`src/rtl/multicycle_control_fsm.sv`:
```
// Main sequencing FSM of the multicycle RV32IM core: steps each instruction through
// fetch/decode/execute/memory/writeback and drives the datapath selects and handshakes.
module multicycle_control_fsm (
  input  logic       clk,
  input  logic       resetn,
  input  logic [6:0] op,
  input  logic [2:0] funct3,
  input  logic [6:0] funct7,
  input  logic       mem_ready,
  input  logic       take_branch,
  input  logic       muldiv_ready,
  output logic       mem_valid,
  output logic       mem_we,
  output logic       AdrSrc,
  output logic       IRWrite,
  output logic       PCWrite,
  output logic       RegWrite,
  output logic [1:0] ALUSrcA,
  output logic [1:0] ALUSrcB,
  output logic [1:0] ResultSrc,
  output logic [2:0] ALUOp,
  output logic       muldiv_valid,
  output logic       instret,
  output logic       trap
);

  localparam logic [2:0] ALU_OP_ADD         = 3'd0;
  localparam logic [2:0] ALU_OP_BRANCH      = 3'd1;
  localparam logic [2:0] ALU_OP_ARITH_LOGIC = 3'd2;
  localparam logic [2:0] ALU_OP_LUI         = 3'd3;
  localparam logic [2:0] ALU_OP_AUIPC       = 3'd4;

  localparam logic [6:0] OP_LOAD   = 7'b0000011;
  localparam logic [6:0] OP_STORE  = 7'b0100011;
  localparam logic [6:0] OP_R      = 7'b0110011;
  localparam logic [6:0] OP_I      = 7'b0010011;
  localparam logic [6:0] OP_BRANCH = 7'b1100011;
  localparam logic [6:0] OP_JAL    = 7'b1101111;
  localparam logic [6:0] OP_JALR   = 7'b1100111;
  localparam logic [6:0] OP_LUI    = 7'b0110111;
  localparam logic [6:0] OP_AUIPC  = 7'b0010111;
  localparam logic [6:0] OP_FENCE  = 7'b0001111;

  // JALR's second cycle is identical to JAL (PC <= ALUOut, then OldPC+4 -> rd), so the two
  // share one state; LUI/AUIPC share one state selected by op[5]. That keeps 16 states in 4 bits.
  typedef enum logic [3:0] {
    S_IDLE, S_FETCH, S_DECODE, S_MEMADR, S_LOAD, S_LOAD_WB, S_STORE, S_EXEC_R,
    S_EXEC_I, S_MULDIV, S_ALU_WB, S_BRANCH, S_JAL, S_JALR, S_UPPER, S_TRAP
  } state_t;

  state_t state, next_state;

  always_ff @(posedge clk or negedge resetn) begin
    if (!resetn) state <= S_IDLE;
    else         state <= next_state;
  end

  always_comb begin
    next_state   = state;
    mem_valid    = 1'b0;
    mem_we       = 1'b0;
    AdrSrc       = 1'b0;
    IRWrite      = 1'b0;
    PCWrite      = 1'b0;
    RegWrite     = 1'b0;
    ALUSrcA      = 2'b00;
    ALUSrcB      = 2'b00;
    ResultSrc    = 2'b00;
    ALUOp        = ALU_OP_ADD;
    muldiv_valid = 1'b0;
    instret      = 1'b0;
    trap         = 1'b0;

    case (state)
      S_IDLE: next_state = S_FETCH;

      S_FETCH: begin
        mem_valid = 1'b1;
        ALUSrcB   = 2'b10;
        ResultSrc = 2'b10;
        if (mem_ready) begin
          IRWrite    = 1'b1;
          PCWrite    = 1'b1;
          next_state = S_DECODE;
        end
      end

      S_DECODE: begin
        ALUSrcA = 2'b01;
        ALUSrcB = 2'b01;
        case (op)
          OP_LOAD, OP_STORE: next_state = S_MEMADR;
          OP_R:              next_state = S_EXEC_R;
          OP_I:              next_state = S_EXEC_I;
          OP_BRANCH:         next_state = S_BRANCH;
          OP_JAL:            next_state = S_JAL;
          OP_JALR:           next_state = (funct3 == 3'b000) ? S_JALR : S_TRAP;
          OP_LUI, OP_AUIPC:  next_state = S_UPPER;
          OP_FENCE: begin
            instret    = 1'b1;
            next_state = S_FETCH;
          end
          default:           next_state = S_TRAP;
        endcase
      end

      S_MEMADR: begin
        ALUSrcA    = 2'b10;
        ALUSrcB    = 2'b01;
        next_state = op[5] ? S_STORE : S_LOAD;
      end

      S_LOAD: begin
        mem_valid = 1'b1;
        AdrSrc    = 1'b1;
        if (mem_ready) next_state = S_LOAD_WB;
      end

      S_LOAD_WB: begin
        ResultSrc  = 2'b01;
        RegWrite   = 1'b1;
        instret    = 1'b1;
        next_state = S_FETCH;
      end

      S_STORE: begin
        mem_valid = 1'b1;
        mem_we    = 1'b1;
        AdrSrc    = 1'b1;
        if (mem_ready) begin
          instret    = 1'b1;
          next_state = S_FETCH;
        end
      end

      S_EXEC_R: begin
        ALUSrcA = 2'b10;
        ALUOp   = ALU_OP_ARITH_LOGIC;
        if (funct7 == 7'b0000001)                             next_state = S_MULDIV;
        else if (funct7 == 7'b0000000 || funct7 == 7'b0100000) next_state = S_ALU_WB;
        else                                                  next_state = S_TRAP;
      end

      S_EXEC_I: begin
        ALUSrcA    = 2'b10;
        ALUSrcB    = 2'b01;
        ALUOp      = ALU_OP_ARITH_LOGIC;
        next_state = S_ALU_WB;
      end

      S_MULDIV: begin
        muldiv_valid = 1'b1;
        if (muldiv_ready) begin
          ResultSrc  = 2'b11;
          RegWrite   = 1'b1;
          instret    = 1'b1;
          next_state = S_FETCH;
        end
      end

      S_ALU_WB: begin
        RegWrite   = 1'b1;
        instret    = 1'b1;
        next_state = S_FETCH;
      end

      S_BRANCH: begin
        ALUSrcA    = 2'b10;
        ALUOp      = ALU_OP_BRANCH;
        PCWrite    = take_branch;
        instret    = 1'b1;
        next_state = S_FETCH;
      end

      S_JAL: begin
        ALUSrcA    = 2'b01;
        ALUSrcB    = 2'b10;
        PCWrite    = 1'b1;
        next_state = S_ALU_WB;
      end

      S_JALR: begin
        ALUSrcA    = 2'b10;
        ALUSrcB    = 2'b01;
        next_state = S_JAL;
      end

      S_UPPER: begin
        ALUSrcB = 2'b01;
        if (op[5]) begin
          ALUOp = ALU_OP_LUI;
        end else begin
          ALUOp   = ALU_OP_AUIPC;
          ALUSrcA = 2'b01;
        end
        next_state = S_ALU_WB;
      end

      S_TRAP: trap = 1'b1;

      default: next_state = S_IDLE;
    endcase
  end

endmodule

```
`config.mk`:
```
export PLATFORM = sky130hd
export DESIGN_NAME = multicycle_control_fsm
export DESIGN_NICKNAME = d
export VERILOG_FILES = /design/src/rtl/multicycle_control_fsm.sv
export SDC_FILE = /design/constraint.sdc
export NUM_CORES = 1
export LEC_CHECK = 0
export ABC_AREA = 1
export CORE_MARGIN = 2
export CORE_UTILIZATION = 44
export CTS_BUF_LIST = sky130_fd_sc_hd__clkbuf_2 sky130_fd_sc_hd__clkbuf_4 sky130_fd_sc_hd__clkbuf_8
export CTS_CLUSTER_DIAMETER = 50
export DETAILED_ROUTE_END_ITERATION = 12
export GPL_TIMING_DRIVEN = 0
export PLACE_DENSITY = 0.95
export SYNTH_ARGS = -nofsm -noshare
export SYNTH_HDL_FRONTEND = slang
export SYNTH_SLANG_ARGS = --single-unit
```
`constraint.sdc`:
```
create_clock -name clk -period 3.35 [get_ports clk]
set_input_delay 1.005 -clock clk [delete_from_list [all_inputs] [get_ports clk]]
set_output_delay 1.005 -clock clk [all_outputs]
set_load 0.005 [all_outputs]
```
==> results.md, run 1 <==
- Outcome: finished clean
- R2R Setup Slk: around 1.9 ns
- Metal-1 WL: 926 µm
- Critical path capture point type: primary output
- Hold path endpoint: state[2]$_DFFE_PN0P_
- Leakage power: around 0.60 nW
- Die height: 46.19 µm
- Dpl cell area: 1195 µm²
- Initial Utilization: 0.4586
- Avg Cell Area, Syn: between 5 and 6 µm²
- Hold slack: around 0.63 ns
- Clk_lat worst skew: ~0.24 ns
- # IOs: 40
- Final wirelength: 2426 µm
- Worst Clk Skew: 0.01176 ns
- Clock Sinks: 4
- # Post-CTS Setup Buffers: 0
- Initial drt markers: 34
- Gpl congestion: 0.8563
- Final hold vios: 0
- Seq/Total Area, Yosys: 0.1278
- Mapped cell area: 783.3 µm²
- Cell family with most CP delay: buffers and inverters
- Max Root-Sink Buffers: 2
- Met2 WL: 1296 µm
- Worst min path class: flop to flop
- Peak VDD IR: 407.6 µV
- DRT Pass-1 Iters: 4
- Dpl ws: -0.2519 ns
- Max Used Layer: met4
- R2R Path Start: state[0]$_DFFE_PN0P_
- Htree depth: 1
- Min-delay src: state[2]$_DFFE_PN0P_
- Worst Hold Path Cells: 2
- Xor and xnor area share after synthesis: 0
- Non-Filler Instances: between 200 and 250
- Total power: ~0.85 mW
- Largest net degree at the start of global routing: 9
- Syn Nets: 176
- WS Path Type: primary input to primary output
- Floorplan row count: 15
- Worst Path Arrival: about 2.3 ns
- Die ar.: around 2100 µm²
- Post-route ant nets: 0
- Fin util: 0.7136
- R2r worst-path depth: 10
- Crit path max fanout: 3
- Clock slew at reported path FFs: 0.03 ns
- Largest family of logic cells by synthesized area: simple AND/OR/NAND/NOR gates
- Core ar.: 1708 µm²
- CP cell instances: clkdlybuf4s50_1, inv_1, o211ai_1, clkdlybuf4s50_1
- Top reg by flops: state
- CP Launch Type: primary input
- Netlist cell types: 24
- Worst r2r dst: state[1]$_DFFE_PN0P_
- Ant. Diodes: 0
- Vias in the first global route: 1057
- Simple-Gate Fraction of Synth Area: 0.5847
- Clock root buffer: clkbuf_4
- Period Utilization, post-route: 0.9704
- Worst path most repeated cell: clkdlybuf4s50_1
- Worst-Margin Slew: 0.3368 ns
- Global route overflow: 0
- Mux share of post-synthesis cell area: 0
- Nets@finish: 219
- Unrepaired setup endpoints after global routing: false
- PnR worst setup slack: 0.09916 ns
- Post-synthesis compound-gate area fraction: 0.1518
- Max Cap Viol: 0
- Highest cell delay on the worst timing path: 0.52 ns
- Power Density: 695.8 nW/µm²
- First-pass GRT wire length: 3967 µm
- Synth Area in Adders: 0
- Via count: 1127
- Slowest CP cell: clkdlybuf4s50_1
- Detailed-routed wire length on met3: 160 µm
- Setup tns final: 0 ns
- WP data required: 2.34 ns
- Placed insts: 217
- Synth Instances: 154
- Buf+Inv Stages, Crit Path: 3
- DR WL/cell: 11.03 µm
- Number of synthesized register bits: 4
- Relative max-transition margin: 0.7746
- Layout area overhead: 55.59%
- Max reg flops: 4
- Largest regs: state x4
- Fmax: just over 300 MHz
- Total GRT Usage: 0.2494
- Detailed-placement wirelength estimate: ~2000 µm
- Remaining DRCs: 0
- Initial antenna violation count: 0
- Final Max Slew Viols: 0
- CTS Hold Buffers Added: 0
- Layout cells sized above 1: 0.1590
- Final Instance Area: around 1200 µm²
- Minimum clock period after layout: 3.251 ns
- Syn. warnings: 0
- Die width: 46.19 µm
- Final setup viols: 0
- CTS buffer count: 3
- I/O Buffers: 38
- Vias per Instance: 5.123
- CTS tree: built
[worst max path at each step]
stage                 startpoint           end  slack (ns)  cells past startpoint
global route        muldiv_ready  ResultSrc[0]        0.03                      4
detailed placement         op[2]       instret       -0.25                      6
floorplan                  op[5]       instret        0.79                      4
CTS                        op[2]       instret        0.02                      6
finish                 mem_ready       PCWrite         0.1                      4
global placement           op[2]       instret       -0.21                      6
[power by group]
group          leakage, nW  switching [mW]  internal (mW)  total [mW]
clock network       0.0138          0.0218         0.0402      0.0621
registers           0.0486          0.0473         0.0758       0.123
logic                0.538           0.354          0.309       0.663
[synth_stat cells]
library cell | number | area share
o21bai_1 | 1 | 0.0096
o21ai_1 | 1 | 0.0064
nand4_1 | 1 | 0.0080
nor2_1 | 35 | 0.17
o211ai_1 | 3 | 0.029
dfrtp_1 | 4 | 0.13
a31oi_1 | 1 | 0.0080
a21oi_1 | 2 | 0.013
o2111ai_1 | 1 | 0.011
nor2_2 | 3 | 0.024
nand3_1 | 12 | 0.077
inv_1 | 19 | 0.091
o31ai_2 | 1 | 0.016
nand3_2 | 1 | 0.013
o21ai_2 | 2 | 0.022
o21ai_0 | 4 | 0.026
nand2_1 | 41 | 0.20
nor3_1 | 3 | 0.019
nand2_2 | 7 | 0.056
a21oi_2 | 1 | 0.011
nand3b_1 | 1 | 0.0096
nor2_4 | 1 | 0.014
clkbuf_2 | 1 | 0.0064
inv_2 | 8 | 0.038
[worst register-to-register path, cell delays in order (launching register included)]
cell and delay [ns]:
dfrtp_1 0.46, inv_2 0.13, nand2_2 0.09, nor2_1 0.20, nor2_1 0.08, nand3_2 0.07, nor2_1 0.05, nor2_1 0.10
nand2_1 0.06, nand2_1 0.05, nand2_1 0.05
[routing by layer]
layer  track usage  vias to the layer above
li1              -                      562
met1        0.2535                      498
met2        0.4806                       60
met3       0.06275                        7
met4       0.08571                        0
met5             0                        -
[final cells by class]
type | instances | area (µm²)
Timing Repair Buffer | 38 | 374.1
Fill cell | 154 | 489.2
Tap cell | 25 | 31.28
Clock buffer | 3 | 22.52
Inverter | 27 | 101.3
Buffer | 1 | 5.005
Sequential cell | 4 | 100.1
Multi-Input combinational cell | 122 | 584.3
[what timing repair did]
action / 4_1_cts / 5_1_grt
resized for setup: 2 / 4
pin swaps: 1 / 0
endpoints found under the setup margin: 2 / 1
[placed cells by master (no fill, tap or decap), drive strengths merged]
cell type | Yosys | layout
a21oi | 3 | 3
a31oi | 1 | 1
clkbuf | 1 | 5
clkdlybuf4s50 | 0 | 36
dfrtp | 4 | 4
dlygate4sd2 | 0 | 1
inv | 27 | 27
nand2 | 48 | 48
nand3 | 13 | 13
nand3b | 1 | 1
nand4 | 1 | 1
nor2 | 39 | 39
nor3 | 3 | 3
o2111ai | 1 | 1
o211ai | 3 | 3
o21ai | 7 | 7
o21bai | 1 | 1
o31ai | 1 | 1
[kinds of logic after synthesis]
| kind of cell | after synthesis |
|---|---|
| compound gates | 17 |
| flops | 4 |
| buf+inv | 28 |
| simple gates | 105 |
Power figures use the tool's default switching activity.
==> inputs of run 2 (changes only) <==
--- a/config.mk
+++ b/config.mk
@@ -12,7 +12,9 @@
 export CTS_CLUSTER_DIAMETER = 50
 export DETAILED_ROUTE_END_ITERATION = 12
 export GPL_TIMING_DRIVEN = 0
+export MAX_ROUTING_LAYER = met4
 export PLACE_DENSITY = 0.95
+export SKIP_CTS_REPAIR_TIMING = 1
 export SYNTH_ARGS = -nofsm -noshare
 export SYNTH_HDL_FRONTEND = slang
 export SYNTH_SLANG_ARGS = --single-unit
==> run 2 against run 1 <==
Against the previous run:
- via count down 3.0%
- count of clock-buffer cells in the layout unchanged
- cell area up 0.72%
- sequential cell count unchanged
- critical path type unchanged
- critical endpoint is now ResultSrc[0]
- largest cell class unchanged
==> results.md, run 2 (same netlist as run 1, synthesis figures left out) <==
- Outcome: finished clean
- Worst Clk Skew: 0.01523 ns (+0.003477 ns)
- Relative max-transition margin: 0.7603 (-0.01432)
- Minimum clock period after layout: 3.251 ns (+0.00002650 ns)
- Max Root-Sink Buffers: 2 (unchanged)
- Total power: 0.8619 mW (+1.6%)
- Sequential share of power: 0.144 (about the same)
- # IOs: 40 (unchanged)
- Global route overflow: 0 (unchanged)
- Total GRT Usage: 0.2566 (+0.007155)
- Initial Utilization: 0.4586 (unchanged)
- Vias in the first global route: 978 (-7.5%)
- Layout area overhead: 56.71%
- Clock slew at reported path FFs: 0.03 ns (about the same)
- Crit path max fanout: 3 (unchanged)
- Final wirelength: 2381 µm (-1.9%)
- Comb pwr share: 0.782 (about the same)
- Non-Filler Instances: 220 (unchanged)
- Die ar.: 2134 µm² (unchanged)
- R2R Path Start: state[0]$_DFFE_PN0P_
- Worst Path Arrival: 2.25 ns (about the same)
- Power Density: 702.2 nW/µm² (+0.92%)
- Initial drt markers: 40 (+18%)
- Core ar.: 1708 µm² (unchanged)
- Unrepaired setup endpoints after global routing: false
- Hold path endpoint: state[2]$_DFFE_PN0P_
- PnR worst setup slack: 0.09914 ns (-0.00002650 ns)
- Detailed-placement wirelength estimate: 1974 µm (-1.6%)
- Hold slack: 0.6269 ns (+0.001829 ns)
- Clk_lat worst skew: 0.25 ns (about the same)
- Gpl congestion: 0.8717 (+1.8%)
- Top reg by flops: state
- Switching Fraction: 0.4983 (-0.0009749)
- Fmax: 307.6 MHz (about the same)
- Int Power: 0.4324 mW (+1.8%)
- Critical Path Source: muldiv_ready
- CTS buffer count: 3 (unchanged)
- Clock Sinks: 4 (unchanged)
- Nets@finish: 219 (unchanged)
- WP data required: 2.34 ns (about the same)
- Die height: 46.19 µm (unchanged)
- Part of the power in the clock network: 0.074 (about the same)
- Period Utilization, post-route: 0.9704 (about the same)
- Placed insts: 217 (unchanged)
- Dpl cell area: 1195 µm² (unchanged)
- Die width: 46.19 µm (unchanged)
- Dpl ws: -0.2328 ns (+0.01910 ns)
- Layout cells sized above 1: 0.1487 (-0.01026)
- First-pass GRT wire length: 3905 µm (-1.6%)
- Htree depth: 1 (unchanged)
- Final setup viols: 0 (unchanged)
- Peak VDD IR: 396.0 µV (-2.8%)
- WS Path Type: primary input to primary output
- P_sw: 0.4295 mW (+1.4%)
- Largest regs: state x4
- Largest net degree at the start of global routing: 9 (unchanged)
- CTS tree: built
- Max reg flops: 4 (unchanged)
- CP Launch Type: primary input
- Clock root buffer: clkbuf_4
- DR WL/cell: 10.82 µm (-1.9%)
- Worst Hold Path Cells: 2 (unchanged)
- Via count: 1093 (-3.0%)
- Critical path capture point type: primary output
- Leakage power: 0.6273 nW (+4.4%)
- Vias per Instance: 4.968 (-3.0%)
- Worst min path class: flop to flop
- Worst r2r dst: state[1]$_DFFE_PN0P_
- R2r worst-path depth: 10 (unchanged)
- Initial antenna violation count: 0 (unchanged)
- Commonest non-fill, non-tap cell in the layout: nand2_1
- Floorplan row count: 15 (unchanged)
- Post-route ant nets: 0 (unchanged)
- I/O Buffers: 38 (unchanged)
- Remaining DRCs: 0 (unchanged)
- Final Instance Area: 1227 µm² (+0.72%)
- Final hold vios: 0 (unchanged)
- R2R Setup Slk: 1.87 ns (-0.02 ns)
- Worst-Margin Slew: 0.3582 ns (+0.02139 ns)
- Final Max Slew Viols: 0 (unchanged)
- Ant. Diodes: 0 (unchanged)
- Max Cap Viol: 0 (unchanged)
- DRT Pass-1 Iters: 5 (+1)
- Min-delay src: state[2]$_DFFE_PN0P_
- Commonest non-fill, non-tap cells in the layout: nand2_1 (41), clkdlybuf4s50_1 (36), nor2_1 (35)
run 2: cell count changes in the layout (fill, tap and decap cells not counted):
cell,change
nor2_1,+1
clkbuf_2,-1
dlygate4sd2_1,-1
nor2_2,-1
dlymetal6s2s_1,+2
run 2: critical path, stage by stage:
cell and delay (ns):
clkdlybuf4s50_1 0.51, nand2_1 0.10, o21ai_1 0.10, clkdlybuf4s50_1 0.52
run 2: layout make-up:
class,count,area [µm²]
Clock buffer,3,22.52
Timing Repair Buffer,38,385.4
Inverter,27,101.3
Fill cell,142,480.5
Buffer,1,5.005
Tap cell,25,31.28
Multi-Input combinational cell,122,581.8
Sequential cell,4,100.1
run 2: power by group through the flow:
stage               Combinational, mW  Sequential, mW  Clock, mW
finish                          0.674           0.124     0.0638
global route                    0.755           0.126     0.0669
CTS                             0.677           0.121     0.0651
detailed placement              0.671           0.121          0
global placement                0.662           0.119          0
floorplan                       0.398           0.112          0
run 2: metrics by stage:
stage               TNS (ns)  utilization
finish                     0       0.7187
detailed placement   -0.2388       0.6996
CTS                  -0.2604       0.7128
floorplan                  0            -
global placement     -0.2089       0.6996
global route               0       0.7187
run 2: how the worst max path moves through the flow:
stage,end,slack (ns),cells past startpoint
CTS,instret,-0.24,6
global route,instret,0.04,6
detailed placement,instret,-0.23,6
floorplan,instret,0.79,4
finish,ResultSrc[0],0.1,4
global placement,instret,-0.21,6
run 2: metal layers:
| metal | wire (µm) | global-route usage | share of wire |
|---|---|---|---|
| met1 | 960 | 0.2651 | 0.40 |
| met2 | 1257 | 0.4889 | 0.53 |
| met3 | 158 | 0.05098 | 0.066 |
| met4 | 5 | 0.05714 | 0.0021 |
| met5 | 0 | - | 0 |
